[src/rtl/uart_wb_arbiter.sv]
// Two-master Wishbone classic arbiter in front of the UART slave.
// Master 0 is the xmodem receiver, master 1 the core-side console master.
// The slave is granted per bus cycle: the owner keeps it while its cyc is high.
// A stuck-slave timer ends a strobe that waits too long with a one-cycle err.
//
// Handshake: a transfer is offered while s_stb_o=1 and completes on the cycle
// s_ack_i=1 (classic Wishbone, no pipelining); err replaces ack on timeout.
module uart_wb_arbiter #(
    parameter int ADDR_W      = 8,
    parameter int DATA_W      = 32,
    parameter int TIMEOUT_CYC = 255
) (
    input  logic                clk,
    input  logic                rstn,
    input  logic                m0_cyc_i,
    input  logic                m0_stb_i,
    input  logic                m0_we_i,
    input  logic [ADDR_W-1:0]   m0_adr_i,
    input  logic [DATA_W-1:0]   m0_dat_i,
    input  logic [DATA_W/8-1:0] m0_sel_i,
    output logic [DATA_W-1:0]   m0_dat_o,
    output logic                m0_ack_o,
    output logic                m0_err_o,
    input  logic                m1_cyc_i,
    input  logic                m1_stb_i,
    input  logic                m1_we_i,
    input  logic [ADDR_W-1:0]   m1_adr_i,
    input  logic [DATA_W-1:0]   m1_dat_i,
    input  logic [DATA_W/8-1:0] m1_sel_i,
    output logic [DATA_W-1:0]   m1_dat_o,
    output logic                m1_ack_o,
    output logic                m1_err_o,
    output logic                s_cyc_o,
    output logic                s_stb_o,
    output logic                s_we_o,
    output logic [ADDR_W-1:0]   s_adr_o,
    output logic [DATA_W-1:0]   s_dat_o,
    output logic [DATA_W/8-1:0] s_sel_o,
    input  logic [DATA_W-1:0]   s_dat_i,
    input  logic                s_ack_i
);

    localparam int TMR_W = $clog2(TIMEOUT_CYC + 1);

    typedef enum logic [1:0] {
        S_IDLE = 2'd0,
        S_OWN0 = 2'd1,
        S_OWN1 = 2'd2
    } state_t;

    state_t             state_q, state_d;
    logic               last_grant_q, last_grant_d;
    logic [TMR_W-1:0]   timer_q, timer_d;
    logic               err_q, err_d;

    logic               own0, own1;
    logic               waiting;

    // Output mux: slave follows the owner; everything is 0 while idle.
    always_comb begin
        own0     = (state_q == S_OWN0);
        own1     = (state_q == S_OWN1);
        s_cyc_o  = 1'b0;
        s_stb_o  = 1'b0;
        s_we_o   = 1'b0;
        s_adr_o  = '0;
        s_dat_o  = '0;
        s_sel_o  = '0;
        if (own0) begin
            s_cyc_o = m0_cyc_i;
            s_stb_o = m0_stb_i & ~err_q;
            s_we_o  = m0_we_i;
            s_adr_o = m0_adr_i;
            s_dat_o = m0_dat_i;
            s_sel_o = m0_sel_i;
        end else if (own1) begin
            s_cyc_o = m1_cyc_i;
            s_stb_o = m1_stb_i & ~err_q;
            s_we_o  = m1_we_i;
            s_adr_o = m1_adr_i;
            s_dat_o = m1_dat_i;
            s_sel_o = m1_sel_i;
        end
        // Strobe is on the bus but the slave has not answered yet.
        waiting  = s_stb_o & ~s_ack_i;
        m0_ack_o = own0 & s_ack_i;
        m1_ack_o = own1 & s_ack_i;
        m0_err_o = own0 & err_q;
        m1_err_o = own1 & err_q;
        m0_dat_o = own0 ? s_dat_i : '0;
        m1_dat_o = own1 ? s_dat_i : '0;
    end

    // Next state: round-robin grant from idle, cyc lock while owned, stuck-slave timer.
    always_comb begin
        state_d      = state_q;
        last_grant_d = last_grant_q;
        timer_d      = '0;
        err_d        = 1'b0;
        case (state_q)
            S_IDLE: begin
                if (m0_cyc_i && m1_cyc_i) begin
                    state_d = last_grant_q ? S_OWN0 : S_OWN1;
                end else if (m0_cyc_i) begin
                    state_d = S_OWN0;
                end else if (m1_cyc_i) begin
                    state_d = S_OWN1;
                end
            end
            S_OWN0: begin
                if (!m0_cyc_i) begin
                    state_d      = S_IDLE;
                    last_grant_d = 1'b0;
                end
            end
            S_OWN1: begin
                if (!m1_cyc_i) begin
                    state_d      = S_IDLE;
                    last_grant_d = 1'b1;
                end
            end
            default: state_d = S_IDLE;
        endcase
        // waiting is only ever true in an owned state; ack or stb low clears the timer.
        if (waiting) begin
            if (timer_q == TMR_W'(TIMEOUT_CYC - 1)) begin
                err_d = 1'b1;
            end else begin
                timer_d = timer_q + TMR_W'(1);
            end
        end
    end

    // State register with asynchronous active-low reset.
    always_ff @(posedge clk or negedge rstn) begin
        if (!rstn) begin
            state_q      <= S_IDLE;
            last_grant_q <= 1'b1;
            timer_q      <= '0;
            err_q        <= 1'b0;
        end else begin
            state_q      <= state_d;
            last_grant_q <= last_grant_d;
            timer_q      <= timer_d;
            err_q        <= err_d;
        end
    end

endmodule

[config.mk]
export PLATFORM = sky130hd
export DESIGN_NAME = uart_wb_arbiter
export DESIGN_NICKNAME = d
export VERILOG_FILES = /design/src/rtl/uart_wb_arbiter.sv
export SDC_FILE = /design/constraint.sdc
export NUM_CORES = 1
export LEC_CHECK = 0
export ABC_AREA = 1
export CORE_AREA = 2 2 95 97
export CTS_CLUSTER_SIZE = 30
export DETAILED_ROUTE_END_ITERATION = 16
export DIE_AREA = 0 0 97 99
export HOLD_SLACK_MARGIN = 0.05
export PLACE_DENSITY_LB_ADDON = 0.1
export SLEW_MARGIN = 15
export SYNTH_ARGS = -nofsm -noshare
export SYNTH_HDL_FRONTEND = slang
export SYNTH_SLANG_ARGS = --single-unit
[constraint.sdc]
create_clock -name clk -period 2.6 [get_ports clk]
set_clock_uncertainty 0.2 [all_clocks]
set_input_delay 0.26 -clock clk [delete_from_list [all_inputs] [get_ports clk]]
set_output_delay 0.26 -clock clk [all_outputs]
set_load 0.05 [all_outputs]
* Yosys cells after proc, flatten, opt, wreduce, memory -nomap -nowiden *
Index checks and enable logic that the tools add are counted.

word-level totals
  input port bits = 129
  logic and storage cells = 53
  flip-flop bits (word level) = 12

operators by class
  multiplexer cells = 28
  add/sub/neg operators = 1
  reduce and logical (&&, ||, !) cells = 5
  eq/ne operators = 6
  bitwise logic cells = 9

operator list
  kind                                                              number
  32-bit 2-to-1 mux                                                 4
  8-bit 2-to-1 mux                                                  4
  2-bit 2-to-1 mux                                                  6
  1-bit 2-to-1 mux                                                  10
  8-bit by 1-bit adder with 8-bit output (second input constant)    1
  8-bit == test (second input constant)                             1
  4-bit 2-to-1 mux                                                  2
  1-bit bitwise AND                                                 7
  2-bit one-hot mux with 3 select lines                             1
  3-bit AND reduction                                               2
  2-bit inequality test (second input constant)                     2
  4-bit inequality test (second input constant)                     1
  2-bit by 1-bit == test with 1-bit output (second input constant)  1
  2-bit == test (second input constant)                             1
  2-bit zero test                                                   1
  1-bit inverter                                                    2
  1-bit one-hot mux with 2 select lines                             1
  2-bit nonzero test                                                1
  1-bit logical AND                                                 1

* Depth between registers and ports, before layout *
  depth after elaboration = 6
  depth in mapped cells = 7
  gate-level depth less buffers = 7

* Worst setup path after synthesis *
No wires, ideal clock.

  kind = reg-to-output
  start = register state_q[0]
  end = output port m1_dat_o[10]
  path slack = 0.612 ns
  buffers on the path = 2
  stages on the path, launching flop included = 6
  required time = 2.140 ns
  data arrival time = 1.528 ns
  cells stage by stage = dfrtp_1 nor2_2 buf_6 inv_4 buf_6 nor2_1

on the way
  word-level cells in the longest chain between the ends = 2

RTL lines
  element                 RTL line  source
  from (decl)             51        state_t state_q, state_d;
  from (signal assigned)  142       state_q <= state_d;
  2-bit == test           62        own1 = (state_q == S_OWN1);
  32-bit 2-to-1 mux       91        m1_dat_o = own1 ? s_dat_i : '0;
  to (decl)               30        output logic [DATA_W-1:0] m1_dat_o,

Every way passes these cells.

* Final worst setup path *
  start = register state_q[0]
  end = output port s_dat_o[31]

on the way
  word-level cells in the longest chain between the ends = 3
  elaborated cells between the ends (all ways) = 4

RTL lines
  element                RTL line  source
  2-bit == test          62
  32-bit 2-to-1 mux      76        end else if (own1) begin
  32-bit 2-to-1 mux (*)  69        if (own0) begin
  to (decl)              37        output logic [DATA_W-1:0] s_dat_o,

Every way passes the cells marked *; elsewhere a longest branch is shown, timed or not.

==> summary by stage <==
Outcome
The flow ran to the end, and the final reports show no timing, DRC or antenna violations.

Place
The routability congestion estimate from global placement is 0.838. During placement, the flow inserted port buffers numbering 243. The sum of net half-perimeters after detailed placement is 8.19 mm.

Yosys
Of the synthesized area, sequential elements account for 0.161. In the post-synthesis netlist, the biggest area contributors are sky130_fd_sc_hd__a22o_1 21%, sky130_fd_sc_hd__nor2_4 18%, sky130_fd_sc_hd__dfrtp_1 15%. During synthesis, Yosys emitted a total of 0 warnings.

The post-synthesis cell area is 1870 um2. The synthesis-stage register bit count is 12. The leading area contributor after synthesis is sky130_fd_sc_hd__a22o_1. After synthesis, the mean cell area works out to 7.48 um2. The instance count of the mapped netlist is 250.

The post-synthesis cell type count is 22. Of the post-synthesis cell area, the dominant cell type holds 0.211. The net count after synthesis is 381.

Timing
Setup total negative slack on the finished layout was measured at 0 ps. The highest clock rate is 443 MHz. Setup repair after global routing left no endpoint under its margin. Of the available clock period, the critical path in the final layout requires 0.868. Setup violations remaining at the end of the flow were counted as 0. The final number of hold-violating endpoints is 0.

The total count of max-transition violations in the final report was 0. The max-slew headroom at the worst pin is 0.648. The transition time at the pin with the least slew margin is 527 ps.

Hold is met by 166 ps. After layout, the minimum clock period comes to 2260 ps.

Global routing
For this run the aggregate overflow at the end of global routing stands at 0. For this run, the total global-route usage over all layers was measured as 0.193. The number of antenna violations at the first check in global routing came to 0. The first global-routing pass estimated 14.8 mm of wire. The pin count of the biggest net entering global routing is 48. The number of global-route vias before repair is 2,514.

Route
The first-iteration detailed-routing DRC count is 59. The routed wire length is 9.82 mm. The count of nets left with antenna violations once routing finished came out at 0. The detailed-route via count is 2,575.

The first detailed-routing pass ran for 6 iterations. The average wire length per cell after detail routing is 16.5 um. Using the TritonRoute via totals, the vias-per-cell ratio works out to 4.34. After detailed routing, the number of remaining DRC violations is 0.

Clock network
In this run the number of H-tree levels came out at 1. TritonCTS built the clock tree. Gates resized during post-CTS repair numbered 0. Counting the buffers created by CTS gives 3. Counting along the longest clock path gives a buffer depth of 2. The clock reaches the later pin of the worst-skew pair after 240 ps.

The number of setup buffers added after CTS is 0. In this run, post-CTS hold repair placed 0 buffers. The cell sitting at the root of the clock tree is a sky130_fd_sc_hd__clkbuf_8. The total clock sinks is 12.

The clock slew seen by the registers of the worst setup and hold paths is 50 ps.

Min path
The tightest min-delay check is of the input port to async pin type.

Setup path
The required time at the endpoint of the critical path is 2140 ps. The arrival time reported for the critical path endpoint is 1800 ps. The kind of critical path is flop to primary output. The startpoint of the most critical register-to-register path is state_q[0]. The kind of start point of the critical path is a flop.

The worst setup path is captured at a primary output. The slack of the worst reg-to-reg path is 650 ps. Counting cells, the worst reg-to-reg path comes to 7. Of all nets on the critical path, the largest fanout is 46. The terminus of the critical flop-to-flop path is timer_q[7].

Final layout
For this run, the post-layout net count is 618. The fraction of layout cells with a size suffix above 1 is 0.337. The count of antenna diodes in the layout is 0. After filler insertion, the fill cell instance count of the layout stands at 753. The growth of design area from synthesis to finish is 171%.

Floorplan
The floorplan has 34 rows. Measured along the y axis, the die boundary spans 99 um. From left edge to right edge, the die measures 97 um. The die covers 9600 um2. The region available for standard cell placement spans 8550 um2. For this design the top-level I/O count stands at 244. For this configuration, the core starts out at a cell density of 0.219.

Pwr
For this design the static power due to leakage is 2.23 nW. The internal portion of the total power is 2.78 mW. Of the total power, the share spent switching nets is 0.557. For this design the ratio of total power to cell area is 1240 nW/um2. The clock group share of total power is 0.032. The part of the power in registers is 0.040. Across the VDD grid, the largest voltage drop is 518 uV.

For this design the total switching power over the nets is 3.50 mW. The combinational group share of total power is 0.928.

Job
The max-capacitance violation count is 0.
how the worst max path moves through the flow:
stage | start | to | slack, ps | cells after the start
after floorplan | state_q[0] | m1_dat_o[10] | 610 | 5
after global placement | state_q[0] | s_dat_o[31] | 640 | 5
after detailed placement | state_q[0] | s_dat_o[31] | 640 | 5
after CTS | state_q[0] | s_dat_o[31] | 360 | 5
after global routing | state_q[0] | s_dat_o[31] | 240 | 5
final | state_q[0] | s_dat_o[31] | 340 | 5
area by class of cell:
cell class              instances  area, um2  area share
repair buffers                248       3200       0.632
multi-input cells             175       1190       0.235
flip-flops and latches         12        302      0.0596
inverters                      47        184      0.0364
well taps                     108        135      0.0267
clock buffers                   4       55.1      0.0109
cell families after synthesis:
family | Yosys count | synth area share
compound gates | 51 | 0.228
buf+inv | 63 | 0.209
fa+ha+maj | 2 | 0.0134
xor+xnor | 3 | 0.0141
flops | 12 | 0.161
simple gates | 119 | 0.374
per-layer routing:
layer,share of wire,track usage
met2,0.53,0.364
met1,0.36,0.211
met5,0,0
met4,0.022,0.0444
met3,0.083,0.0582
registers in the layout, summed over array words and instances, names as in the netlist:
| register | flops |
|---|---|
| state_q | 2 |
| err_q | 1 |
| last_grant_q | 1 |
| timer_q | 8 |
worst max-delay path: stages (launching register included):
cell	delay, ps
sky130_fd_sc_hd__dfrtp_1	430
sky130_fd_sc_hd__inv_2	70
sky130_fd_sc_hd__nor2_4	130
sky130_fd_sc_hd__buf_4	440
sky130_fd_sc_hd__a22o_1	280
sky130_fd_sc_hd__buf_12	160
cells in the mapped netlist, drive strengths merged:
cell type,number
nand2,21
nand3,10
dfstp,1
o21ai,5
dfrtp,11
xor2,2
ha,2
xnor2,1
o21bai,1
buf,16
nor2,88
inv,47
a22o,45
power groups by stage:
stage | Sequential [mW] | Clock [mW] | Combinational (mW)
after floorplan | 0.245 | 0 | 3.38
final | 0.253 | 0.201 | 5.83
after detailed placement | 0.256 | 0 | 5.87
after CTS | 0.253 | 0.201 | 5.88
after global routing | 0.256 | 0.217 | 6.02
after global placement | 0.253 | 0 | 5.85
per-stage QoR:
step	instances	util	setup WS, ps	instance area, um2	total power, mW
final	594	0.592	343	5060	6.28
after global routing	594	0.592	235	5060	6.49
after CTS	594	0.592	362	5060	6.34
after detailed placement	590	0.585	637	5000	6.13
after global placement	590	0.585	635	5000	6.10
after floorplan	250	-	612	1870	3.62
cells in the final DEF, fill, tap and decap left out:
cell type | netlist | layout
sky130_fd_sc_hd__clkdlybuf4s50_1 | 0 | 128
sky130_fd_sc_hd__buf_12 | 3 | 81
sky130_fd_sc_hd__nor2_1 | 55 | 55
sky130_fd_sc_hd__a22o_1 | 45 | 45
sky130_fd_sc_hd__inv_1 | 43 | 43
sky130_fd_sc_hd__buf_4 | 0 | 39
sky130_fd_sc_hd__nor2_4 | 30 | 32
sky130_fd_sc_hd__nand2_1 | 20 | 20
sky130_fd_sc_hd__dfrtp_1 | 11 | 11
sky130_fd_sc_hd__nand3_1 | 9 | 9
sky130_fd_sc_hd__o21ai_0 | 4 | 4
sky130_fd_sc_hd__clkbuf_8 | 0 | 4
sky130_fd_sc_hd__inv_2 | 2 | 2
sky130_fd_sc_hd__xor2_1 | 2 | 2
sky130_fd_sc_hd__ha_1 | 2 | 2
sky130_fd_sc_hd__nand2_2 | 1 | 1
sky130_fd_sc_hd__nand3_2 | 1 | 1
sky130_fd_sc_hd__o21bai_1 | 1 | 1
sky130_fd_sc_hd__xnor2_1 | 1 | 1
sky130_fd_sc_hd__inv_4 | 1 | 1
sky130_fd_sc_hd__nor2_2 | 3 | 1
sky130_fd_sc_hd__inv_6 | 1 | 1
sky130_fd_sc_hd__o21ai_1 | 1 | 1
sky130_fd_sc_hd__dfstp_2 | 1 | 1
Power figures use the tool's default switching activity.
==> patch 1 (same flow settings) <==
Set the parameter `DATA_W` to 64 (it was 32).
--- a/src/rtl/uart_wb_arbiter.sv
+++ b/src/rtl/uart_wb_arbiter.sv
@@ -7,7 +7,7 @@
 // s_ack_i=1 (classic Wishbone, no pipelining); err replaces ack on timeout.
 module uart_wb_arbiter #(
     parameter int ADDR_W      = 8,
-    parameter int DATA_W      = 32,
+    parameter int DATA_W      = 64,
     parameter int TIMEOUT_CYC = 255
 ) (
     input  logic                clk,
Interface: changed (9 resized); port bits go from 244 to 448. No check against the original RTL was run, so the function may have changed too.
==> patch 1 against the unedited design <==
  * The flow now stops in I/O pin placement (3_2_place_iop)
  * Synthesized area increased by 20%
==> patch 1: results (changes against the unedited design) <==
[outcome] status stopped before the end [was finished, final reports clean]
[outcome] Halt Stage I/O pin placement (3_2_place_iop)
[outcome] Run Error [ERROR PPL-0024] Number of IO pins (448) exceeds maximum number of available positions (346). Increase the die perimeter from 392.00um to 609.28um.
[synthesis] proportion of synthesized flip-flops having asynchronous set or reset 100% [unchanged]
[synthesis] number of synthesis warnings 0 [unchanged]
[synthesis] Post-Syn Nets 630 [was 381]
[synthesis] Unique masters post-synth 16 [was 22]
[synthesis] number of register bits inferred by synthesis 12 [unchanged]
[synthesis] main area contributors after synthesis a22o_1, nor2_1, inv_1 [was a22o_1, nor2_4, dfrtp_1]
[synthesis] prevailing post-synth register cell dfrtp_1 [unchanged]
[synthesis] Post-synth top cells nor2_1, a22o_1, inv_1 [unchanged]
[synthesis] share of the yosys chip area belonging to registers 13.4% [was 16.1%]
[floorplanning] floorplan row count 34 [unchanged]
[synthesis] Post-Syn Instances 395 [was 250]
[patch 1: cell count changes after synthesis, sizes merged]
cell,delta
buf,+10
a22o,+36
nand3,-2
nor2,+64
inv,+31
clkbuf,+6
[patch 1: logic make-up after synthesis]
logic type / after synthesis / share of synthesized area [%]
adders and majority gates: 2 / 1.11
buffers and inverters: 110 / 19.8
and+or+nand+nor: 181 / 31.4
DFF: 12 / 13.4
AOI/OAI and AO/OA: 87 / 33.1
xor gates and xnor gates: 3 / 1.17
==> patch 2 (config.mk and constraints unchanged) <==
Without the edit above. Put a register stage on the output `m1_err_o`, cleared by the reset. The value now appears one clock later. The other outputs are not delayed to match.
--- a/src/rtl/uart_wb_arbiter.sv
+++ b/src/rtl/uart_wb_arbiter.sv
@@ -48,6 +48,8 @@
         S_OWN1 = 2'd2
     } state_t;
 
+    logic m1_err_d;
+
     state_t             state_q, state_d;
     logic               last_grant_q, last_grant_d;
     logic [TMR_W-1:0]   timer_q, timer_d;
@@ -86,7 +88,7 @@
         m0_ack_o = own0 & s_ack_i;
         m1_ack_o = own1 & s_ack_i;
         m0_err_o = own0 & err_q;
-        m1_err_o = own1 & err_q;
+        m1_err_d = own1 & err_q;
         m0_dat_o = own0 ? s_dat_i : '0;
         m1_dat_o = own1 ? s_dat_i : '0;
     end
@@ -146,5 +148,13 @@
         end
     end
 
+    always_ff @(posedge clk or negedge rstn) begin
+        if (!rstn) begin
+            m1_err_o <= '0;
+        end else begin
+            m1_err_o <= m1_err_d;
+        end
+    end
+
 endmodule
 
Check against the original RTL: same outputs for any inputs over 10 cycles, from zero or initial values and one cycle with rstn low; that may be too few to reach the edited logic, so the function may still have changed.
==> patch 2 against the unedited design <==
  * Synthesized area increased by 1.2%
  * Total power decreased by 13%
  * Routed wire length decreased by 1.2%
  * Clock power decreased by 10%
  * Sequential cell count increased by 1
  * Critical path depth decreased by 1
  * Setup slack got worse by 0.16 ns
  * Final area decreased by 9.7%
  * Worst hold slack improved by 0.013 ns
  * Critical endpoint is now s_adr_o[6]
  * Highest routed layer unchanged
==> patch 2: results (changes against the unedited design) <==
[clock_tree] buffer cell driving the clock tree root clkbuf_8 [unchanged]
[synthesis] main area contributors after synthesis a22o_1, nor2_4, dfrtp_1 [unchanged]
[synthesis] share of the yosys chip area belonging to registers 17.3% [was 16.1%]
[job] total of max-cap violations 0 [unchanged]
[synthesis] prevailing post-synth register cell dfrtp_1 [unchanged]
[placed_design] global placer's final weighted congestion 0.819 [was 0.838]
[synthesis] share of the synthesized area in compound gates (AO/OA/AOI/OAI) 22.7% [was 22.8%]
[final_layout] Post-layout nets 624 [was 618]
[global_route] maximum number of pins on one net before global-route repair 41 [was 48]
[synthesis] combinational family with the most area after synthesis simple AND/OR/NAND/NOR gates [unchanged]
[clock_tree] Clock transition at path regs 0.05 ns [about the same]
[power_and_ir_drop] Leakage 0.00211 µW [was 0.00223 µW]
[power_and_ir_drop] VDD IR max 572 µV [was 518 µV]
[synthesis] number of synthesis warnings 0 [unchanged]
[outcome] status finished, final reports clean [unchanged]
[global_route] initial antenna violation count 0 [unchanged]
[critical_path] arrival time reported for the critical path endpoint 1.96 ns [was 1.80 ns]
[global_route] Overall Global Routing Usage 19.0% [was 19.3%]
[synthesis] Unique masters post-synth 20 [was 22]
[global_route] global-route wire length before repair 14,600 µm [was 14,800 µm]
[synthesis] Post-Syn Nets 385 [was 381]
[placed_design] placed cell area 4520 µm² [was 5000 µm²]
[synthesis] Post-Synth Adder-Cell Area 1.32% [was 1.34%]
[critical_path] standard cell with the maximum stage delay on the critical path clkdlybuf4s50_1 [was buf_4]
[final_layout] share of layout cells above drive strength 1 31.7% [was 33.7%]
[synthesis] proportion of synthesized flip-flops having asynchronous set or reset 100% [unchanged]
[detailed_routing] Routed WL per cell 16.2 µm [was 16.5 µm]
[timing] Slew @ Worst Pin 0.562 ns [was 0.527 ns]
[final_layout] ant diodes 0 [unchanged]
[detailed_routing] iteration count of the initial detailed-routing pass 4 [was 6]
[timing] number of hold-slack violations in the final timing report 0 [unchanged]
[placed_design] number of I/O port buffers 243 [unchanged]
[placed_design] half-perimeter wire length after detailed placement 8240 µm [was 8190 µm]
[detailed_routing] vias per cell 4.37 [was 4.34]
[critical_path] largest stage delay on the critical path 0.81 ns [was 0.44 ns]
[critical_path] largest fanout of any net on the critical path 8 [was 46]
[clock_tree] clock latency at the later pin of the worst-skew pair 0.24 ns [about the same]
[synthesis] xor and xnor area share after synthesis 0.926% [was 1.41%]
[detailed_routing] count of routing violations after the opening detailed-route iteration 65 [was 59]
[global_route] number of global-route vias before repair 2,609 [was 2,514]
[synthesis] Post-synth top cells nor2_1, inv_1, a22o_1 [was nor2_1, a22o_1, inv_1]
[patch 2: cell count changes after synthesis]
cell and change:
nand2_2 -1, xor2_1 -1, nand3_1 -2, nand2_1 +3
inv_1 +3, dfrtp_1 +1, o21bai_1 -1, nor2_1 +1
o21ai_0 +2, nor2_2 -1
[patch 2: worst paths after layout]
check	slack (ns)	cells after the start	from	to
setup / recovery	0.18	4	state_q[0]	s_adr_o[6]
hold / removal	0.18	1	rstn	timer_q[3]
setup reg to reg	0.68	7	state_q[0]	timer_q[6]
hold reg to reg	0.28	1	timer_q[0]	timer_q[0]
max in group asynchronous	1.65	1	rstn	last_grant_q
min in group clk	0.28	1	timer_q[0]	timer_q[0]
[patch 2: where the power goes]
group,internal [µW],switching (µW)
combinational,1750,3240
sequential,236,32.0
clock,108,71.4
total,2100,3350
[patch 2: cell type report]
type / count / area (µm²)
timing repair buffer: 250 / 2690
fill: 811 / 3980
inverter: 50 / 195
tap: 108 / 135
multi-input combinational: 175 / 1170
clock buffer: 4 / 45.0
sequential: 13 / 327
[patch 2: layer usage]
metal	GRT usage [%]	routed length, µm	vias to the layer above
li1	-	-	1282
met1	20.4	3320	1203
met2	36.9	5410	129
met3	5.89	865	8
met4	3.36	110	0
met5	0	0	-
[patch 2: per-stage QoR]
step	setup slack, ns	util (%)	instances	total power (µW)	hold slack [ns]
2_1_floorplan	0.615	-	254	3640	-0.236
3_3_place_gp	0.447	52.9	596	5280	0.278
3_5_place_dp	0.377	52.9	596	5300	0.280
4_1_cts	0.105	53.4	600	5490	0.206
5_1_grt	0.0519	53.4	600	5650	0.222
6_report	0.181	53.4	600	5440	0.180
